<file path="config.mk">
export PLATFORM = sky130hd
export DESIGN_NAME = weight_config_loader
export DESIGN_NICKNAME = d
export VERILOG_FILES = /design/src/rtl/weight_config_loader.sv
export SDC_FILE = /design/constraint.sdc
export NUM_CORES = 1
export LEC_CHECK = 0
export BUFFER_PORTS_ARGS = -buffer_cell sky130_fd_sc_hd__buf_2
export CORE_MARGIN = 1.5
export CORE_UTILIZATION = 50
export DETAILED_ROUTE_END_ITERATION = 16
export GPL_TIMING_DRIVEN = 0
export PLACE_DENSITY_LB_ADDON = 0.15
export SLEW_MARGIN = 30
export SYNTH_ARGS = -nofsm -noshare
export SYNTH_HDL_FRONTEND = slang
export SYNTH_SLANG_ARGS = --single-unit
</file>
<file path="constraint.sdc">
create_clock -name clk -period 5.04 [get_ports clk]
set_clock_uncertainty 0.2 [all_clocks]
set_input_delay 0.252 -clock clk [delete_from_list [all_inputs] [get_ports clk]]
set_output_delay 0.252 -clock clk [all_outputs]
set_load 0.01 [all_outputs]
</file>
<file path="src/rtl/weight_config_loader.sv">
// Stream-to-weight-memory write loader: parses a framed header, then forwards
// sign-extended weights with their target layer/neuron to the weight memories.
module weight_config_loader #(
    parameter int data_bits   = 16,
    parameter int num_layers  = 4,
    parameter int max_neurons = 64,
    parameter int max_weights = 784
) (
    input  logic        clk,
    input  logic        reset_n,
    input  logic [31:0] s_data,
    input  logic        s_valid,
    output logic        s_ready,
    input  logic        abort,
    output logic        weight_valid,
    output logic [31:0] weight_value,
    output logic [31:0] config_layer_no,
    output logic [31:0] config_neuron_no,
    output logic        busy,
    output logic        done,
    output logic        error
);

    typedef enum logic [1:0] {IDLE, LOAD, DRAIN} state_t;

    localparam logic [15:0] MAX_W = 16'(max_weights);
    localparam logic [8:0]  NUM_L = 9'(num_layers);
    localparam logic [8:0]  MAX_N = 9'(max_neurons);

    state_t      state_q, state_d;
    logic [15:0] remaining_q, remaining_d;
    logic        weight_valid_q, weight_valid_d;
    logic [31:0] weight_value_q, weight_value_d;
    logic [31:0] layer_q, layer_d;
    logic [31:0] neuron_q, neuron_d;
    logic        done_q, done_d;
    logic        error_q, error_d;

    logic [15:0]                hdr_count;
    logic [7:0]                 hdr_layer;
    logic [7:0]                 hdr_neuron;
    logic                       hdr_legal;
    logic signed [data_bits-1:0] weight_raw;

    assign hdr_count  = s_data[31:16];
    assign hdr_layer  = s_data[15:8];
    assign hdr_neuron = s_data[7:0];
    assign hdr_legal  = (hdr_count != 16'd0) && (hdr_count <= MAX_W) &&
                        ({1'b0, hdr_layer} < NUM_L) && ({1'b0, hdr_neuron} < MAX_N);
    assign weight_raw = s_data[data_bits-1:0];

    always_comb begin
        state_d        = state_q;
        remaining_d    = remaining_q;
        weight_value_d = weight_value_q;
        layer_d        = layer_q;
        neuron_d       = neuron_q;
        weight_valid_d = 1'b0;
        done_d         = 1'b0;
        error_d        = 1'b0;
        case (state_q)
            IDLE: begin
                // abort is deliberately ignored here, even alongside a header
                if (s_valid) begin
                    if (hdr_legal) begin
                        layer_d     = 32'(hdr_layer);
                        neuron_d    = 32'(hdr_neuron);
                        remaining_d = hdr_count;
                        state_d     = LOAD;
                    end else begin
                        error_d = 1'b1;
                        if (hdr_count != 16'd0) begin
                            remaining_d = hdr_count;
                            state_d     = DRAIN;
                        end
                    end
                end
            end
            LOAD: begin
                if (abort) begin
                    error_d = 1'b1;
                    state_d = IDLE;
                end else if (s_valid) begin
                    weight_value_d = 32'(weight_raw);
                    weight_valid_d = 1'b1;
                    remaining_d    = remaining_q - 16'd1;
                    if (remaining_q == 16'd1) begin
                        done_d  = 1'b1;
                        state_d = IDLE;
                    end
                end
            end
            DRAIN: begin
                if (abort) begin
                    error_d = 1'b1;
                    state_d = IDLE;
                end else if (s_valid) begin
                    remaining_d = remaining_q - 16'd1;
                    if (remaining_q == 16'd1) state_d = IDLE;
                end
            end
            default: state_d = IDLE;
        endcase
    end

    always_ff @(posedge clk or negedge reset_n) begin
        if (!reset_n) begin
            state_q        <= IDLE;
            remaining_q    <= '0;
            weight_valid_q <= 1'b0;
            weight_value_q <= '0;
            layer_q        <= '0;
            neuron_q       <= '0;
            done_q         <= 1'b0;
            error_q        <= 1'b0;
        end else begin
            state_q        <= state_d;
            remaining_q    <= remaining_d;
            weight_valid_q <= weight_valid_d;
            weight_value_q <= weight_value_d;
            layer_q        <= layer_d;
            neuron_q       <= neuron_d;
            done_q         <= done_d;
            error_q        <= error_d;
        end
    end

    // The loader never backpressures; every offered word is consumed.
    assign s_ready          = 1'b1;
    assign weight_valid     = weight_valid_q;
    assign weight_value     = weight_value_q;
    assign config_layer_no  = layer_q;
    assign config_neuron_no = neuron_q;
    assign busy             = (state_q != IDLE);
    assign done             = done_q;
    assign error            = error_q;

endmodule

</file>
==> results of run 1 <==
[worst max path at each step]
stage,startpoint,endpoint
4_1_cts,state_q[0]$_DFFE_PN0P_,remaining_q[1]$_DFFE_PN0P_
6_report,state_q[0]$_DFFE_PN0P_,remaining_q[1]$_DFFE_PN0P_
3_3_place_gp,state_q[0]$_DFFE_PN0P_,remaining_q[13]$_DFFE_PN0P_
2_1_floorplan,s_data[19],config_neuron_no[4]$_DFFE_PN0P_
3_5_place_dp,state_q[0]$_DFFE_PN0P_,remaining_q[1]$_DFFE_PN0P_
5_1_grt,state_q[0]$_DFFE_PN0P_,remaining_q[12]$_DFFE_PN0P_
[where the power goes]
group	switching (W)	internal (W)	leakage, nW
logic	0.000293	0.000215	1.50
clock network	0.000144	0.0000989	0.0445
registers	0.0000811	0.000493	0.711
total	0.000518	0.000807	2.26
[state kept, by name (all words and copies together), names as in the netlist]
signal,flops
config_layer_no,8
config_neuron_no,8
done,1
error,1
remaining_q,16
state_q,2
weight_valid,1
weight_value,16
[logic make-up after synthesis]
| group | count (synthesis) | synth area share [%] |
|---|---|---|
| AND/OR/NAND/NOR | 123 | 20.1 |
| buffers and inverters | 85 | 18.7 |
| AO/OA/AOI/OAI | 54 | 11.0 |
| flip-flops | 53 | 43.5 |
| multiplexers | 12 | 4.31 |
| adder cells (fa/ha/maj) | 5 | 2.05 |
| other | 2 | 0.246 |
[layer usage]
layer	track usage, %	wire, µm
met1	26.6	2860
met2	35.6	3360
met5	0	0
met3	3.71	602
met4	7.24	83
[area by class of cell]
type / count / area share (%)
plain buffers: 77 / 13.5
clock buffers: 5 / 1.71
clock inverters: 3 / 0.530
inverters: 8 / 0.748
multi-input cells: 243 / 33.0
flip-flops and latches: 53 / 33.0
well taps: 75 / 2.34
repair buffers: 104 / 15.1
[cells in the final DEF (no fill, tap or decap), types with 2 or more instances in the layout]
master and n:
mux2i_1 3, o211ai_1 2, conb_1 49, inv_1 7, clkbuf_1 11, nand2_1 54, clkbuf_8 5, nor4_1 8
o21ai_0 4, buf_4 66, dfrtp_1 53, mux2_1 2, nor4b_1 2, nor3_1 8, a21oi_1 17, buf_2 86
nor2_1 10, nor2b_1 10, nand4_1 4, dlygate4sd3_1 17, ha_1 5, nand2b_1 2, or4_1 2, mux2_2 7
nand3_1 14, nor3b_1 2, o22ai_1 24
[critical path, delay by kind of cell (launching register included)]
kind	cells	cell delay, ns
adder cells (fa/ha/maj)	1	0.31
flip-flops	1	0.41
buffers and inverters	3	0.86
AO/OA/AOI/OAI	5	1.00
[stage by stage]
step | cells | util [%] | instance area (µm²) | worst slack [ns]
CTS | 568 | 68.2 | 4020 | 2.20
detailed placement | 543 | 63.8 | 3750 | 2.23
finish | 568 | 68.2 | 4020 | 2.18
global placement | 543 | 63.8 | 3750 | 2.28
global route | 568 | 68.2 | 4020 | 1.89
floorplan | 381 | - | 3220 | 2.75
==> results.md, run 1 <==
Setup path:
- The critical path in this run is classified as reg -> reg.
- The signal on the critical path passes through inv_1 > ha_1 > o21ai_0 > a21oi_1 > o21a_1 > clkbuf_1 > clkbuf_1 > o211ai_1 > o21ai_0.
- Data arrives at the worst endpoint at 2.87 ns.
- The register-to-register setup slack is approximately 2.2 ns.
- The number of cells on the worst reg-to-reg path is 9.
- The worst register-to-register path begins at state_q[0]$_DFFE_PN0P_.
- Data on the critical path is required at its endpoint by 5.05 ns.
- The worst setup path is captured at a flop.
- The slowest cell on the critical path is clkbuf_1.
- In this run the worst path has a maximum fanout of 10.
- For this run, the slowest stage of the critical path takes approximately 0.47 ns.
- In this run the critical register-to-register path is captured at remaining_q[1]$_DFFE_PN0P_.
- The critical path launch point type is a flop.

Routing:
- Once detail routing completed, the nets flagged for antenna violations numbered 0.
- The detailed-route via count is 2740.
- Dividing the detail-routed via count by the number of cells gives 4.82.
- The sum of routed wire length over all layers is 6.91 mm.
- After detailed routing, the average wire length per cell comes to 12.2 µm.
- In this run, the number of DRC markers left after iteration 0 of detailed routing was 138.
- The number of DRC violations after detailed routing is 0.
- The iteration count of the initial detailed-routing pass is 4.

Clock tree:
- The deepest clock path buffer count is 2.
- Clock tree synthesis inserted a total of 5 buffers.
- The clock drives 53 sinks.
- The cell sitting at the root of the clock tree is a clkbuf_8.
- The CTS tree is built.
- After clock tree synthesis, the clock-pin slew on the worst setup and hold paths is 0.11 ns.
- Once the clock tree was built, the setup fixing pass inserted 0 buffers.
- For this design, the CTS-stage hold fixing added 17 buffers.
- The count of H-tree levels built during CTS is 2.
- The clock insertion delay at the later pin of the skew report is 0.31 ns.
- The number of resized instances in the post-cts repair step is 0.

Job:
- The number of max-cap violations is 0.

Logic synthesis:
- Each instance of the synthesized netlist takes up on average slightly above 9 µm².
- Yosys instantiated no cell more often than buf_4.
- Yosys attributes the largest share of cell area to dfrtp_1 44%, buf_4 16%, nand2_1 6.7%, o22ai_1 4.9%, a21oi_1 2.8%.
- Summed over its instances, the top area cell type makes up 43.5% of the synthesized netlist area.
- For this run, the register share of the synthesized area comes to 43.5%.
- The number of synthesized flops with an enable pin is 0.
- The number of distinct library cells after synthesis is 40.
- After synthesis the cells add up to 3050 µm².
- After synthesis, the most frequently instantiated cells are 65 x buf_4, 54 x nand2_1, 53 x dfrtp_1.
- In the synthesized netlist the async set-or-reset flop fraction comes to 100%.
- Synthesis handed over a netlist of roughly 330 instances.
- For this run, the number of Yosys warnings is 0.
- The most used flip-flop cell after synthesis is dfrtp_1.
- The number of synthesized register bits is 53.
- The post-synthesis cell type with the largest combined area is dfrtp_1.

Global routing:
- Entering global routing, the biggest net connects 54 pins.
- The number of global-route vias before repair is 2436.
- The global-route wire length before repair is between 10 and 15 mm.
- The total overflow reported by the global router is 0.
- The global routing usage summed across all routing layers is a little over a fifth.
- The initial antenna violation count is 0.

Layout:
- The fill cell total of the finished layout is 498.
- The share of layout cells above drive strength 1 is 34.7%.
- The final net count is 533.
- The area used by sequential logic in the layout is 1330 µm².
- The area used by multi-input combinational logic is 1330 µm².
- The area added between synthesis and finish is 31.8%.
- The number of inserted diodes is 0.

STA:
- For the pin with the worst max-slew slack, the measured transition is about 0.68 ns.
- The total count of hold-check failures in the final report is 0.
- Static timing analysis puts the maximum clock frequency at 350 MHz.
- The tightest hold margin is 0.0169 ns.
- The final critical path time including I/O delays and setup is 2.86 ns.
- The setup TNS after final layout is 0 ns.
- Setup violations remaining at the end of the flow were counted as 0.
- The final max-slew violation count was 0.
- Setup repair after global routing left no endpoint under its margin.
- The worst pin sits at a relative slew slack of 54.6%.
- After layout, the worst path uses 56.7% of the clock period.

Pwr:
- In this run the power density over the cells is 330 nW/µm².
- Across the VDD grid, the largest voltage drop is between 0.2 and 0.25 mV.
- Total power for the finished layout comes to 0.00132 W.
- The reported leakage power is 2.26 nW.

Floorplanning:
- The die is 81.1 µm wide.
- For this configuration, the core starts out at a cell density of 51.8%.
- The number of standard-cell rows in the floorplan is 28.
- between 100 and 150 I/O pins were placed.
- The die extent in y is 81.1 µm.
- The die covers 6570 µm².
- The core region area is 5890 µm².

Placement:
- The placed wire-length estimate after detailed placement is 5.08 mm.
- The final weighted congestion of routability-driven global placement is around 0.88.
- In this run the tool buffered the top-level ports with 87 buffer cells.

Hold path:
- The instance count along the most critical hold path is 3.
- The worst-case hold path end point is remaining_q[14]$_DFFE_PN0P_.
- The tightest min-delay check is of the in -> reg type.
- The hold path startpoint is s_data[30].

Status:
- The flow ran to the end, and the final reports show no timing, DRC or antenna violations.
(Power assumes the default switching activity.)
==> run 2, diff against run 1 <==
--- a/config.mk
+++ b/config.mk
@@ -5,9 +5,10 @@
 export SDC_FILE = /design/constraint.sdc
 export NUM_CORES = 1
 export LEC_CHECK = 0
+export ABC_AREA = 1
 export BUFFER_PORTS_ARGS = -buffer_cell sky130_fd_sc_hd__buf_2
 export CORE_MARGIN = 1.5
-export CORE_UTILIZATION = 50
+export CORE_UTILIZATION = 44
 export DETAILED_ROUTE_END_ITERATION = 16
 export GPL_TIMING_DRIVEN = 0
 export PLACE_DENSITY_LB_ADDON = 0.15
==> constraint.sdc (replaced) <==
create_clock -name clk -period 2.4 [get_ports clk]
set_clock_uncertainty 0.2 [all_clocks]
set_input_delay 0.12 -clock clk [delete_from_list [all_inputs] [get_ports clk]]
set_output_delay 0.12 -clock clk [all_outputs]
set_load 0.01 [all_outputs]
==> run 2 against run 1 <==
Critical path depth up 1. First-iteration DRC count is 20% lower. Clock power increased by 120%. Via count up 16%. Largest power group is now combinational logic. Sequential share of layout area shrank 3.7 points. Wire length rose by 15%. Count of clock-buffer cells in the layout is the same. Global-route usage is 0.70 points lower. Die area is 24% higher. Sequential cell count unchanged.
==> results.md, run 2 <==
Status:
- The flow ran to the end, and the final reports show no timing, DRC or antenna violations.

STA:
- The final critical path time including I/O delays and setup is 2.11 ns (-0.743 ns).
- The final max-slew violation count is 0 (unchanged).
- The tightest hold margin is 0.00343 ns (-0.0135 ns).
- The setup TNS after final layout is 0 ns (unchanged).
- The final clock period utilization by the worst path is 88.1% (+31 points).
- The achievable frequency is 473 MHz (+35%).
- The total count of hold-check failures in the final report came to 0 (unchanged).
- Setup repair after global routing left no endpoint under its margin.
- The setup-violating endpoint count in the final report came to 0 (unchanged).
- The measured slew at the worst slew-check pin is 0.668 ns (-0.00686 ns).
- The relative max-transition margin is 55.4% (+0.87 points).
- The worst setup margin was 0.285 ns (-1.90 ns).

Floorplanning:
- The core region area was 7330 µm² (+25%).
- The die extent in y is 90.3 µm (+11%).
- The effective utilization at floorplan is 45.8% (-6.0 points).
- The die area is 8160 µm² (+24%).
- The number of standard-cell rows in the floorplan came to 31 (+11%).
- The number of primary I/O pins came to 137 (unchanged).
- The width of the die is 90.3 µm (+11%).

Hold path:
- The worst hold path terminates at remaining_q[2]$_DFFE_PN0P_.
- The worst min-delay path category is in -> reg.
- The instance count along the most critical hold path is 5 (+2).
- The worst hold path begins at s_data[18].

Pwr:
- The share of power burned in the clock network was 17.7% (-0.6 points).
- The cell area power density is 676 nW/µm² (+100%).
- The internal power is 0.00175 W (+120%).
- The switching share of power was 42.6% (+3.5 points).
- The reported leakage power is 2.74 nW (+21%).
- The net switching component of the power was 0.00130 W (+150%).
- The combinational fraction of design power is 43.7% (+5.3 points).
- The worst IR drop on VDD is 0.411 mV (+90%).
- The relative contribution of sequential cells to total power was 38.6% (-4.7 points).

Setup path:
- The required time of the critical path was 2.45 ns (-2.60 ns).
- The setup path with the least slack is of type reg -> reg.
- Walking the worst path, the cells encountered are inv_1 > ha_1 > buf_2 > inv_1 > a21oi_4 > nand2_4 > inv_4 > buf_8 > nand3_2 > nand2_1.
- The arrival time of the worst setup path is 2.17 ns (-0.70 ns).
- Counting stages on the worst path, the most repeated cell is inv_1.
- The highest cell delay on the worst timing path was 0.43 ns (-0.04 ns).
- The top fanout value on the critical path is 10 (unchanged).
- The number of buffer and inverter instances along the worst setup path is 5 (+2).
- The number of cells on the critical path came to 10 (+1).
- The capture instance of the worst register-to-register path is remaining_q[15]$_DFFE_PN0P_.
- The slowest stage of the critical path belongs to the cell dfrtp_1.
- Broken down by cell family, the worst path's largest delay share belongs to buffers and inverters.
- The register-to-register setup slack is 0.29 ns (-1.90 ns).
- The worst setup path is captured at a flop.
- The launch point of the worst reg-to-reg path is state_q[0]$_DFFE_PN0P_.
- The worst setup path is launched from a flop.
- The length in cells of the worst reg-to-reg path came to 10 (+1).

Placement:
- The placement-stage worst setup slack is 0.318 ns (-1.91 ns).
- The number of buffers added on ports is 87 (unchanged).
- The final weighted congestion of routability-driven global placement was 0.865 (-1.9%).
- The cell total after placement is 694 (+28%).
- The placed wire-length estimate after detailed placement is 5.92 mm (+16%).

Routing:
- The number of DRC violations after detailed routing came to 0 (unchanged).
- The sum of routed wire length over all layers is 7.96 mm (+15%).
- The via-per-instance ratio is 4.33 (-10%).
- The routed wirelength normalized by instance count came to 10.8 µm (-11%).
- The violation count after the first detailed-route iteration is 111 (-20%).
- The number of nets still failing antenna checks after routing was 0 (unchanged).
- The iteration count of the initial detailed-routing pass is 4 (unchanged).
- The detailed-route via count is 3181 (+16%).

Logic synthesis:
- The average size of a mapped cell is 7.28 µm² (-20%).
- The number of standard cells after synthesis came to 461 (+38%).
- Yosys attributes the largest share of cell area to dfrtp_1 40%, nand2_1 17%, buf_4 15%, nor2_1 5.4%, inv_1 4.8%.
- Yosys instantiated no cell more often than nand2_1.
- The number of distinct library cells after synthesis was 31 (-23%).
- The number of warnings printed during yosys synthesis is 0 (unchanged).
- The number of synthesized flops with an enable pin came to 0 (unchanged).
- The share of Yosys cell area claimed by the top area cell type is 39.5% (-4.0 points).
- Counting instances in the post-synthesis netlist gives the leading cell types as 151 x nand2_1, 65 x buf_4, 53 x dfrtp_1.
- For this run, the leading register cell type out of synthesis is dfrtp_1.
- The synthesized design spends more area on one cell type than any other, namely dfrtp_1.
- The number of synthesized register bits is 53 (unchanged).
- The synthesized cell area is 3350 µm² (+10%).
- The share of synthesized area occupied by flip-flops and latches came to 39.5% (-4.0 points).
- The async set-reset flop share out of synthesis is 100% (unchanged).

Layout:
- The utilization after layout came to 61.6% (-6.6 points).
- The commonest non-fill, non-tap cell in the layout is nand2_1.
- The final net count was 676 (+27%).
- The area growth from synthesis to layout is 34.7%.
- The share of layout cells above drive strength 1 is 28.5% (-6.2 points).
- The area used by multi-input combinational logic was 1480 µm² (+12%).
- The fill cell total of the finished layout was 699 (+40%).
- The area used by sequential logic in the layout came to 1330 µm² (unchanged).
- The final standard cell count with taps included and fillers excluded is 735 (+29%).
- In the layout the commonest cells are 151 x nand2_1, 90 x buf_2, 66 x buf_4.
- The number of inserted diodes is 0 (unchanged).

Clock tree:
- The count of clock tree sinks was 53 (unchanged).
- The CTS tree is built.
- The CTS buffer count is 5 (unchanged).
- The count of H-tree levels built during CTS is 2 (unchanged).
- The clock input transition at the sequential cells of the worst setup and hold paths is 0.10 ns (about the same).
- The deepest clock path buffer count is 2 (unchanged).
- The total setup buffers inserted after CTS is 0 (unchanged).
- The clock insertion delay at the later pin of the skew report came to 0.31 ns (about the same).
- The tree is rooted in a clkbuf_8.

Global routing:
- The global routing usage summed across all routing layers is 20.1% (-0.70 points).
- The total overflow reported by the global router is 0 (unchanged).
- The initial antenna violation count is 0 (unchanged).
- The global-route wire length before repair came to 13.6 mm (+27%).
- The number of global-route vias before repair is 3007 (+23%).
- The pin count of the biggest net entering global routing was 54 (unchanged).

Job:
- The number of max-cap violations was 0 (unchanged).
==> run 2: worst register-to-register path, stage by stage, from the launching register on <==
cell and delay, ns:
dfrtp_1 0.43, inv_1 0.07, ha_1 0.27, buf_2 0.17, inv_1 0.17, a21oi_4 0.24
nand2_4 0.12, inv_4 0.11, buf_8 0.15, nand3_2 0.07, nand2_1 0.07
==> run 2: worst max-delay path by stage <==
stage / from / to / slack, ns
after detailed placement: state_q[0]$_DFFE_PN0P_ / remaining_q[15]$_DFFE_PN0P_ / 0.32
after global placement: state_q[0]$_DFFE_PN0P_ / remaining_q[4]$_DFFE_PN0P_ / 0.36
after floorplan: state_q[0]$_DFFE_PN0P_ / remaining_q[7]$_DFFE_PN0P_ / 0.56
final: state_q[0]$_DFFE_PN0P_ / remaining_q[15]$_DFFE_PN0P_ / 0.29
after CTS: state_q[0]$_DFFE_PN0P_ / remaining_q[5]$_DFFE_PN0P_ / 0.29
after global routing: state_q[0]$_DFFE_PN0P_ / remaining_q[3]$_DFFE_PN0P_ / 0.15
==> run 2: what timing repair did <==
item / in CTS / in global routing
hold endpoints to repair: 90 / 0
hold buffers: 33 / 0
gates resized for setup: 0 / 0
==> run 2: stage by stage <==
stage / area [µm²] / power, W
final: 4520 / 0.00305
after global routing: 4520 / 0.00331
after CTS: 4520 / 0.00306
after detailed placement: 4090 / 0.00248
after global placement: 4090 / 0.00245
after floorplan: 3530 / 0.00215
==> run 2: power by group through the flow <==
stage | Clock (W) | Combinational (W) | Sequential [W]
after global placement | 0 | 0.00126 | 0.00119
after detailed placement | 0 | 0.00129 | 0.00119
after floorplan | 0 | 0.000992 | 0.00116
final | 0.000541 | 0.00133 | 0.00118
after global routing | 0.000593 | 0.00152 | 0.00120
after CTS | 0.000554 | 0.00133 | 0.00117
==> run 2: kinds of logic (layout without fill, tap and decap cells) <==
| kind of cell | after synthesis | after routing | synth area share, % |
|---|---|---|---|
| AOI/OAI and AO/OA | 36 | 36 | 6.27 |
| DFF | 53 | 53 | 39.5 |
| adders and majority gates | 5 | 5 | 1.86 |
| buffers and inverters | 121 | 249 | 21.6 |
| xor gates and xnor gates | 3 | 3 | 0.783 |
| and+or+nand+nor | 241 | 241 | 29.7 |
| other | 2 | 49 | 0.224 |
==> run 2: routing by layer <==
layer / track usage (%) / up-vias / wire length (µm)
met4: 4.63 / 0 / 123
li1: - / 1648 / -
met2: 34.6 / 101 / 3720
met3: 3.54 / 12 / 439
met5: 0 / - / 0
met1: 26.5 / 1420 / 3670
==> run 2: cell type report <==
| cell class | count | share of cell area, % |
|---|---|---|
| inverter | 45 | 3.79 |
| clock buffer | 5 | 1.52 |
| sequential | 53 | 29.4 |
| tap | 99 | 2.74 |
| multi-input combinational | 334 | 32.8 |
| timing repair buffer | 120 | 17.0 |
| clock inverter | 3 | 0.582 |
| buffer | 76 | 12.2 |
